### config.mk
export PLATFORM = sky130hd
export DESIGN_NAME = hazard_spawn_scheduler
export DESIGN_NICKNAME = d
export VERILOG_FILES = /design/src/rtl/hazard_spawn_scheduler.sv
export SDC_FILE = /design/constraint.sdc
export NUM_CORES = 1
export LEC_CHECK = 0
export CAP_MARGIN = 40
export CELL_PAD_IN_SITES_DETAIL_PLACEMENT = 0
export CELL_PAD_IN_SITES_GLOBAL_PLACEMENT = 1
export CORE_MARGIN = 5
export CORE_UTILIZATION = 40
export CTS_CLUSTER_DIAMETER = 30
export DETAILED_ROUTE_END_ITERATION = 6
export MAX_ROUTING_LAYER = met4
export PLACE_DENSITY = 0.79
export SKIP_LAST_GASP = 1
export SYNTH_ARGS = -nofsm -noshare
export SYNTH_HDL_FRONTEND = slang
export SYNTH_SLANG_ARGS = --single-unit
### constraint.sdc
create_clock -name clk -period 2.96 [get_ports clk]
set_clock_uncertainty 0.05 [all_clocks]
set_input_delay 0.296 -clock clk [delete_from_list [all_inputs] [get_ports clk]]
set_output_delay 0.296 -clock clk [all_outputs]
set_load 0.005 [all_outputs]
### src/rtl/hazard_spawn_scheduler.sv
// Hazard spawn scheduler: frame-based cooldowns with LFSR jitter for bill, shell and dragon coin.
// It grants at most one spawn per video frame and caps the number of simultaneously active hazards.
module hazard_spawn_scheduler #(
   parameter int          COOL_BILL   = 120,
   parameter int          COOL_SHELL  = 180,
   parameter int          COOL_DCOIN  = 600,
   parameter int          JITTER_BITS = 5,
   parameter int          MAX_HAZ     = 1,
   parameter logic [15:0] LFSR_SEED   = 16'hACE1
) (
   input  logic       clk,
   input  logic       rst,
   input  logic       frame_tick,
   input  logic       start,
   input  logic       gameOver,
   input  logic       bill_done,
   input  logic       shell_done,
   input  logic       dcoin_done,
   output logic       billSpawn,
   output logic       shellSpawn,
   output logic       dragoncoinSpawn,
   output logic       spawn_pulse,
   output logic [1:0] spawn_id,
   output logic [1:0] spawn_lane,
   output logic [1:0] state
);

   // state  | meaning
   // IDLE   | before the first start; nothing counts, nothing spawns
   // RUN    | cooldowns count on frame_tick, spawns are granted
   // FROZEN | game over; flags, counters and last spawn info hold until start
   typedef enum logic [1:0] {
      IDLE   = 2'd0,
      RUN    = 2'd1,
      FROZEN = 2'd2
   } stateT;

   if (JITTER_BITS < 0 || JITTER_BITS > 11) begin : gBadJitter
      $error("JITTER_BITS must be in 0..11");
   end
   if ((COOL_BILL + (1 << JITTER_BITS) - 1) >= 2048 ||
       (COOL_SHELL + (1 << JITTER_BITS) - 1) >= 2048 ||
       (COOL_DCOIN + (1 << JITTER_BITS) - 1) >= 2048) begin : gBadCool
      $error("cooldown plus maximum jitter does not fit the 11-bit counters");
   end
   if (MAX_HAZ < 1 || MAX_HAZ > 2) begin : gBadMaxHaz
      $error("MAX_HAZ must be 1 or 2");
   end
   if (LFSR_SEED == 16'h0000) begin : gBadSeed
      $error("LFSR_SEED must be nonzero");
   end

   localparam logic [10:0] JIT_MASK   = 11'((1 << JITTER_BITS) - 1);
   localparam logic [10:0] LOAD_BILL  = 11'(COOL_BILL);
   localparam logic [10:0] LOAD_SHELL = 11'(COOL_SHELL);
   localparam logic [10:0] LOAD_DCOIN = 11'(COOL_DCOIN);
   localparam logic [1:0]  MAX_HAZ_W  = 2'(MAX_HAZ);

   stateT       curState;
   stateT       nxtState;

   logic [15:0] lfsr;
   logic [15:0] lfsrNext;
   logic [10:0] jitter;
   logic [10:0] cntBill;
   logic [10:0] cntShell;
   logic [10:0] cntDcoin;
   logic        rrShell;

   logic        runActive;
   logic        billRetire;
   logic        shellRetire;
   logic        dcoinRetire;
   logic        billElig;
   logic        shellElig;
   logic        dcoinElig;
   logic [1:0]  hazCnt;
   logic        hazRoom;
   logic        grantBill;
   logic        grantShell;
   logic        grantDcoin;
   logic        grantAny;
   logic [1:0]  grantId;
   logic        rrToggle;

   always_ff @(posedge clk) begin
      if (!rst) begin
         curState <= IDLE;
      end else begin
         curState <= nxtState;
      end
   end

   always_comb begin
      nxtState = curState;
      if (start) begin
         nxtState = RUN;
      end else if (curState == RUN && gameOver) begin
         nxtState = FROZEN;
      end
   end

   assign state = curState;

   assign lfsrNext = lfsr[0] ? ((lfsr >> 1) ^ 16'hB400) : (lfsr >> 1);
   assign jitter   = lfsr[10:0] & JIT_MASK;

   // A start in RUN is a restart, so normal run processing is suppressed in that cycle.
   assign runActive = (curState == RUN) && !start;

   assign billRetire  = runActive && bill_done  && billSpawn;
   assign shellRetire = runActive && shell_done && shellSpawn;
   assign dcoinRetire = runActive && dcoin_done && dragoncoinSpawn;

   assign billElig  = runActive && frame_tick && !billSpawn       && (cntBill  == 11'd0);
   assign shellElig = runActive && frame_tick && !shellSpawn      && (cntShell == 11'd0);
   assign dcoinElig = runActive && frame_tick && !dragoncoinSpawn && (cntDcoin == 11'd0);

   assign hazCnt  = {1'b0, billSpawn} + {1'b0, shellSpawn};
   assign hazRoom = hazCnt < MAX_HAZ_W;

   always_comb begin
      grantBill  = 1'b0;
      grantShell = 1'b0;
      grantDcoin = 1'b0;
      rrToggle   = 1'b0;
      if (dcoinElig) begin
         grantDcoin = 1'b1;
      end else if (hazRoom) begin
         if (billElig && shellElig) begin
            grantBill  = !rrShell;
            grantShell = rrShell;
            rrToggle   = 1'b1;
         end else begin
            grantBill  = billElig;
            grantShell = shellElig;
         end
      end
   end

   assign grantAny = grantBill || grantShell || grantDcoin;
   assign grantId  = grantDcoin ? 2'd2 : (grantShell ? 2'd1 : 2'd0);

   always_ff @(posedge clk) begin
      if (!rst) begin
         lfsr            <= LFSR_SEED;
         billSpawn       <= 1'b0;
         shellSpawn      <= 1'b0;
         dragoncoinSpawn <= 1'b0;
         spawn_pulse     <= 1'b0;
         spawn_id        <= 2'd0;
         spawn_lane      <= 2'd0;
         cntBill         <= 11'd0;
         cntShell        <= 11'd0;
         cntDcoin        <= 11'd0;
         rrShell         <= 1'b0;
      end else begin
         lfsr        <= lfsrNext;
         spawn_pulse <= 1'b0;
         if (start) begin
            billSpawn       <= 1'b0;
            shellSpawn      <= 1'b0;
            dragoncoinSpawn <= 1'b0;
            cntBill         <= LOAD_BILL  + jitter;
            cntShell        <= LOAD_SHELL + jitter;
            cntDcoin        <= LOAD_DCOIN + jitter;
            rrShell         <= 1'b0;
         end else if (curState == RUN) begin
            // A retiring object reloads instead of counting, so it cannot be eligible on that tick.
            if (billRetire) begin
               billSpawn <= 1'b0;
               cntBill   <= LOAD_BILL + jitter;
            end else if (frame_tick && !billSpawn && cntBill != 11'd0) begin
               cntBill <= cntBill - 11'd1;
            end

            if (shellRetire) begin
               shellSpawn <= 1'b0;
               cntShell   <= LOAD_SHELL + jitter;
            end else if (frame_tick && !shellSpawn && cntShell != 11'd0) begin
               cntShell <= cntShell - 11'd1;
            end

            if (dcoinRetire) begin
               dragoncoinSpawn <= 1'b0;
               cntDcoin        <= LOAD_DCOIN + jitter;
            end else if (frame_tick && !dragoncoinSpawn && cntDcoin != 11'd0) begin
               cntDcoin <= cntDcoin - 11'd1;
            end

            if (grantBill) begin
               billSpawn <= 1'b1;
            end
            if (grantShell) begin
               shellSpawn <= 1'b1;
            end
            if (grantDcoin) begin
               dragoncoinSpawn <= 1'b1;
            end
            if (grantAny) begin
               spawn_pulse <= 1'b1;
               spawn_id    <= grantId;
               spawn_lane  <= lfsr[1:0];
            end
            if (rrToggle) begin
               rrShell <= ~rrShell;
            end
         end
      end
   end

endmodule

==> results.tsv <==
stage	metric	value	unit
synth	ys_seq_area_share	37.1	%
clock_tree	clk_path_buf_depth	2	
clock_tree	cts.sink_count	60	
worst_setup_path	setup.worst_path.end_class	flop	
sta	tightestPinTransition	0.833	ns
die	top_level_ports	18	
die	std_cell_rows	32	
sta	setup_repair_after_global_routing_missed_its_margin	false	
sta	setup_total_negative_slack	0	ns
sta	final_slew_viol_count	0	
worst_setup_path	worst-path-max-fanout	11	
final_layout	syn2layout_area_growth	14.8	%
pwr	power.clock.fraction	38.2	%
final_layout	layout_cells_sized_above_1	12.8	%
min_path	hp-class	reg -> reg	
final_layout	multiInputGateArea	1880	um2
pwr	net-switching-power	0.000631	W
drt	drc_marker_count_from_the_first_detailed_route_iteration	112	
synth	synthesis.yosys.warnings	0	
sta	whs	0.354	ns
clock_tree	cts-root-buf	sky130_fd_sc_hd__clkbuf_8	
clock_tree	htreeDepth	3	
die	core_region_area	7810	um2
pwr	pwr_density_cell	592	nW/um2
global_route	grt-ovfl-total	0	
clock_tree	ctsResizeCount	0	
final_layout	seq_area	1200	um2
drt	post_drt_via_cell_ratio	5.64	
worst_setup_path	timing.reg2reg.worst_path_depth	6	
die	chipHeight	99.9	um
global_route	antenna_found_initial	0	
placed_design	number_of_port_buffers	17	
sta	period_share	79.5	%
pwr	power.share.switching	28.7	%
final_layout	fillerInstances	768	
global_route	groute.usage.overall	17.5	%
synth	most_used_dff_post_synth	sky130_fd_sc_hd__dfxtp_1	
drt	vias	2830	
worst_setup_path	crit_type	reg -> reg	
worst_setup_path	critical_path_required	3.14	ns
clock_tree	cts_tree	done	
synth	synthArstFlopShare	0	%
synth	post-synth-top-area-fraction	37.1	%
global_route	vias_in_the_first_global_route	2630	
synth	post_synth_instance_area	3240	um2
sta	max_clock_freq	0.425	GHz
pwr	leakagePower	1.34	nW
flow_run	cap_violations	0	
sta	timing_hold_violations_final	0	
status	run_status	complete, no violations	
synth	synth_cell_type_count	69	
sta	setup_viol	0	
placed_design	post-dp-hpwl	5.75	mm
synth	synth_top_cells_by_area	sky130_fd_sc_hd__dfxtp_1 (37%), sky130_fd_sc_hd__a21oi_1 (4.9%), sky130_fd_sc_hd__nor2_1 (4.4%)	
synth	postSynthCellCount	378	
clock_tree	cts_inserted_buffers	9	
die	start_util	41.4	%
synth	synth_edf_count	0	
clock_tree	worst_skew_pair.late_latency	0.34	ns
worst_setup_path	worst-endpoint-arrival	2.53	ns
clock_tree	cts_post_setup_buffers_inserted	0	
pwr	comb_power_share	20.0	%
sta	final_critical_delay_including_setup_and_external_delays	2.35	ns
worst_setup_path	crit_chain	inv_1 -> ha_1 -> or4b_4 -> o31ai_2 -> nand2_2 -> o221a_1	
pwr	seq_power_share	41.8	%
drt	ant_nets	0	
worst_setup_path	regToRegEndpoint	cntBill[0]	
final_layout	antenna-diode-count	0	
worst_setup_path	crit_path_end	cntBill[0]	
pwr	fin_total_pwr	0.00220	W
worst_setup_path	critical_path.startpoint_type	flop	
worst_setup_path	setup.reg_to_reg.worst_slack	0.61	ns
synth	yosys-top-cells-count	sky130_fd_sc_hd__dfxtp_1 (60), sky130_fd_sc_hd__nor2_1 (38), sky130_fd_sc_hd__a21oi_1 (32), sky130_fd_sc_hd__nand2_1 (31), sky130_fd_sc_hd__o21ai_0 (18)	
synth	synthMostInstantiatedCell	sky130_fd_sc_hd__dfxtp_1	
drt	drtPass1Iterations	5	
worst_setup_path	cp_slowest_cell	sky130_fd_sc_hd__o31ai_2	
die	design.die.area	9990	um2
clock_tree	path_clk_slew	0.07	ns
pwr	internal_power	0.00157	W
drt	remaining_drc_errors	0	
synth	total_of_flip_flops_plus_latches_after_synthesis	60	
global_route	pin_count_of_the_biggest_net_entering_global_routing	31	
synth	synth.net_count	396	
worst_setup_path	slowest_delay	0.69	ns
die	die_wd	99.9	um
worst_setup_path	reg2reg_from	cntBill[0]	
sta	maxSlewHeadroom	44.1	%
synth	yosys.area.top_type	sky130_fd_sc_hd__dfxtp_1	
synth	post_synth.cell_area_avg	8.56	um2
drt	wire_per_inst	16.1	um
final_layout	num-nets-final	414	
final_layout	layout.core_utilization	47.6	%
worst_setup_path	crit_start	cntBill[0]	
pwr	max_ir_drop_vdd	0.272	mV
global_route	grt_first_pass_wirelength	13.6	mm
drt	drt-total-wl	8.09	mm
clock_tree	post_cts_hold_buffer_count	0	
placed_design	replace_congestion	0.859	
critical path: cells and delay by family (launching register included):
family                   cells  cell delay, ns
adder cells (fa/ha/maj)      1            0.13
AND/OR/NAND/NOR              2            0.68
AO/OA/AOI/OAI                2            0.96
buffers and inverters        1            0.08
flip-flops                   1            0.34
layout make-up:
type                    instances  area share, %
flip-flops and latches         60           32.3
clock buffers                  11           4.07
well taps                     102           3.43
clock inverters                 4           1.95
inverters                      13           1.31
repair buffers                 25           6.20
multi-input cells             287           50.7
worst min-delay path by stage:
stage	from	endpoint	slack, ns	cells after the start
global placement	lfsr[6]	lfsr[5]	0.34	1
detailed placement	lfsr[8]	lfsr[7]	0.34	1
floorplan	lfsr[12]	lfsr[11]	0.34	1
finish	lfsr[8]	lfsr[7]	0.35	1
global route	lfsr[5]	lfsr[4]	0.39	1
CTS	lfsr[8]	lfsr[7]	0.36	1
power groups by stage:
stage	clock [W]	sequential (W)	combinational, W
floorplan	0	0.000919	0.000339
global placement	0	0.000937	0.000433
detailed placement	0	0.000937	0.000433
CTS	0.000856	0.000920	0.000436
global route	0.000891	0.000929	0.000487
finish	0.000840	0.000920	0.000439
layout by cell type (no fill, tap or decap), types with 10 or more instances in the layout:
cell type | Yosys | final
sky130_fd_sc_hd__inv_1 | 13 | 13
sky130_fd_sc_hd__clkbuf_8 | 0 | 11
sky130_fd_sc_hd__a21oi_1 | 32 | 32
sky130_fd_sc_hd__o21ai_0 | 18 | 18
sky130_fd_sc_hd__nor2_1 | 38 | 38
sky130_fd_sc_hd__nand3_1 | 11 | 11
sky130_fd_sc_hd__ha_1 | 10 | 10
sky130_fd_sc_hd__nand2_1 | 31 | 31
sky130_fd_sc_hd__xnor2_1 | 14 | 14
sky130_fd_sc_hd__nor3_1 | 14 | 14
sky130_fd_sc_hd__dfxtp_1 | 60 | 60
sky130_fd_sc_hd__clkdlybuf4s50_1 | 0 | 17
registers in the layout, indices dropped and copies added, names as in the netlist:
name             count
lfsr                16
cntBill             11
cntDcoin            11
cntShell            11
spawn_id             2
spawn_lane           2
state                2
billSpawn            1
dragoncoinSpawn      1
rrShell              1
shellSpawn           1
spawn_pulse          1
metrics by stage:
| step | setup slack [ns] | area [um2] | instances |
|---|---|---|---|
| after floorplan | 1.03 | 3240 | 378 |
| after global placement | 0.454 | 3490 | 487 |
| after detailed placement | 0.428 | 3490 | 487 |
| after CTS | 0.603 | 3720 | 502 |
| after global routing | 0.379 | 3720 | 502 |
| final | 0.606 | 3720 | 502 |
per-layer routing:
| metal | share of wire, % | vias to the layer above | GRT usage (%) |
|---|---|---|---|
| met2 | 46 | 65 | 26.2 |
| met3 | 4.6 | 8 | 3.61 |
| met5 | 0 | - | - |
| met1 | 48 | 1345 | 23.7 |
| met4 | 1.3 | 0 | 5.15 |
| li1 | - | 1412 | - |
cells by family (layout without fill, tap and decap cells):
kind of cell / after synthesis / after routing / share of synthesized area (%)
and+or+nand+nor: 165 / 165 / 29.4
AOI/OAI and AO/OA: 93 / 93 / 19.6
DFF: 60 / 60 / 37.1
buffers and inverters: 31 / 53 / 4.64
xor gates and xnor gates: 14 / 14 / 3.79
adders and majority gates: 10 / 10 / 3.87
muxes: 5 / 5 / 1.66
No activity file was read; power rests on OpenSTA's default activity.
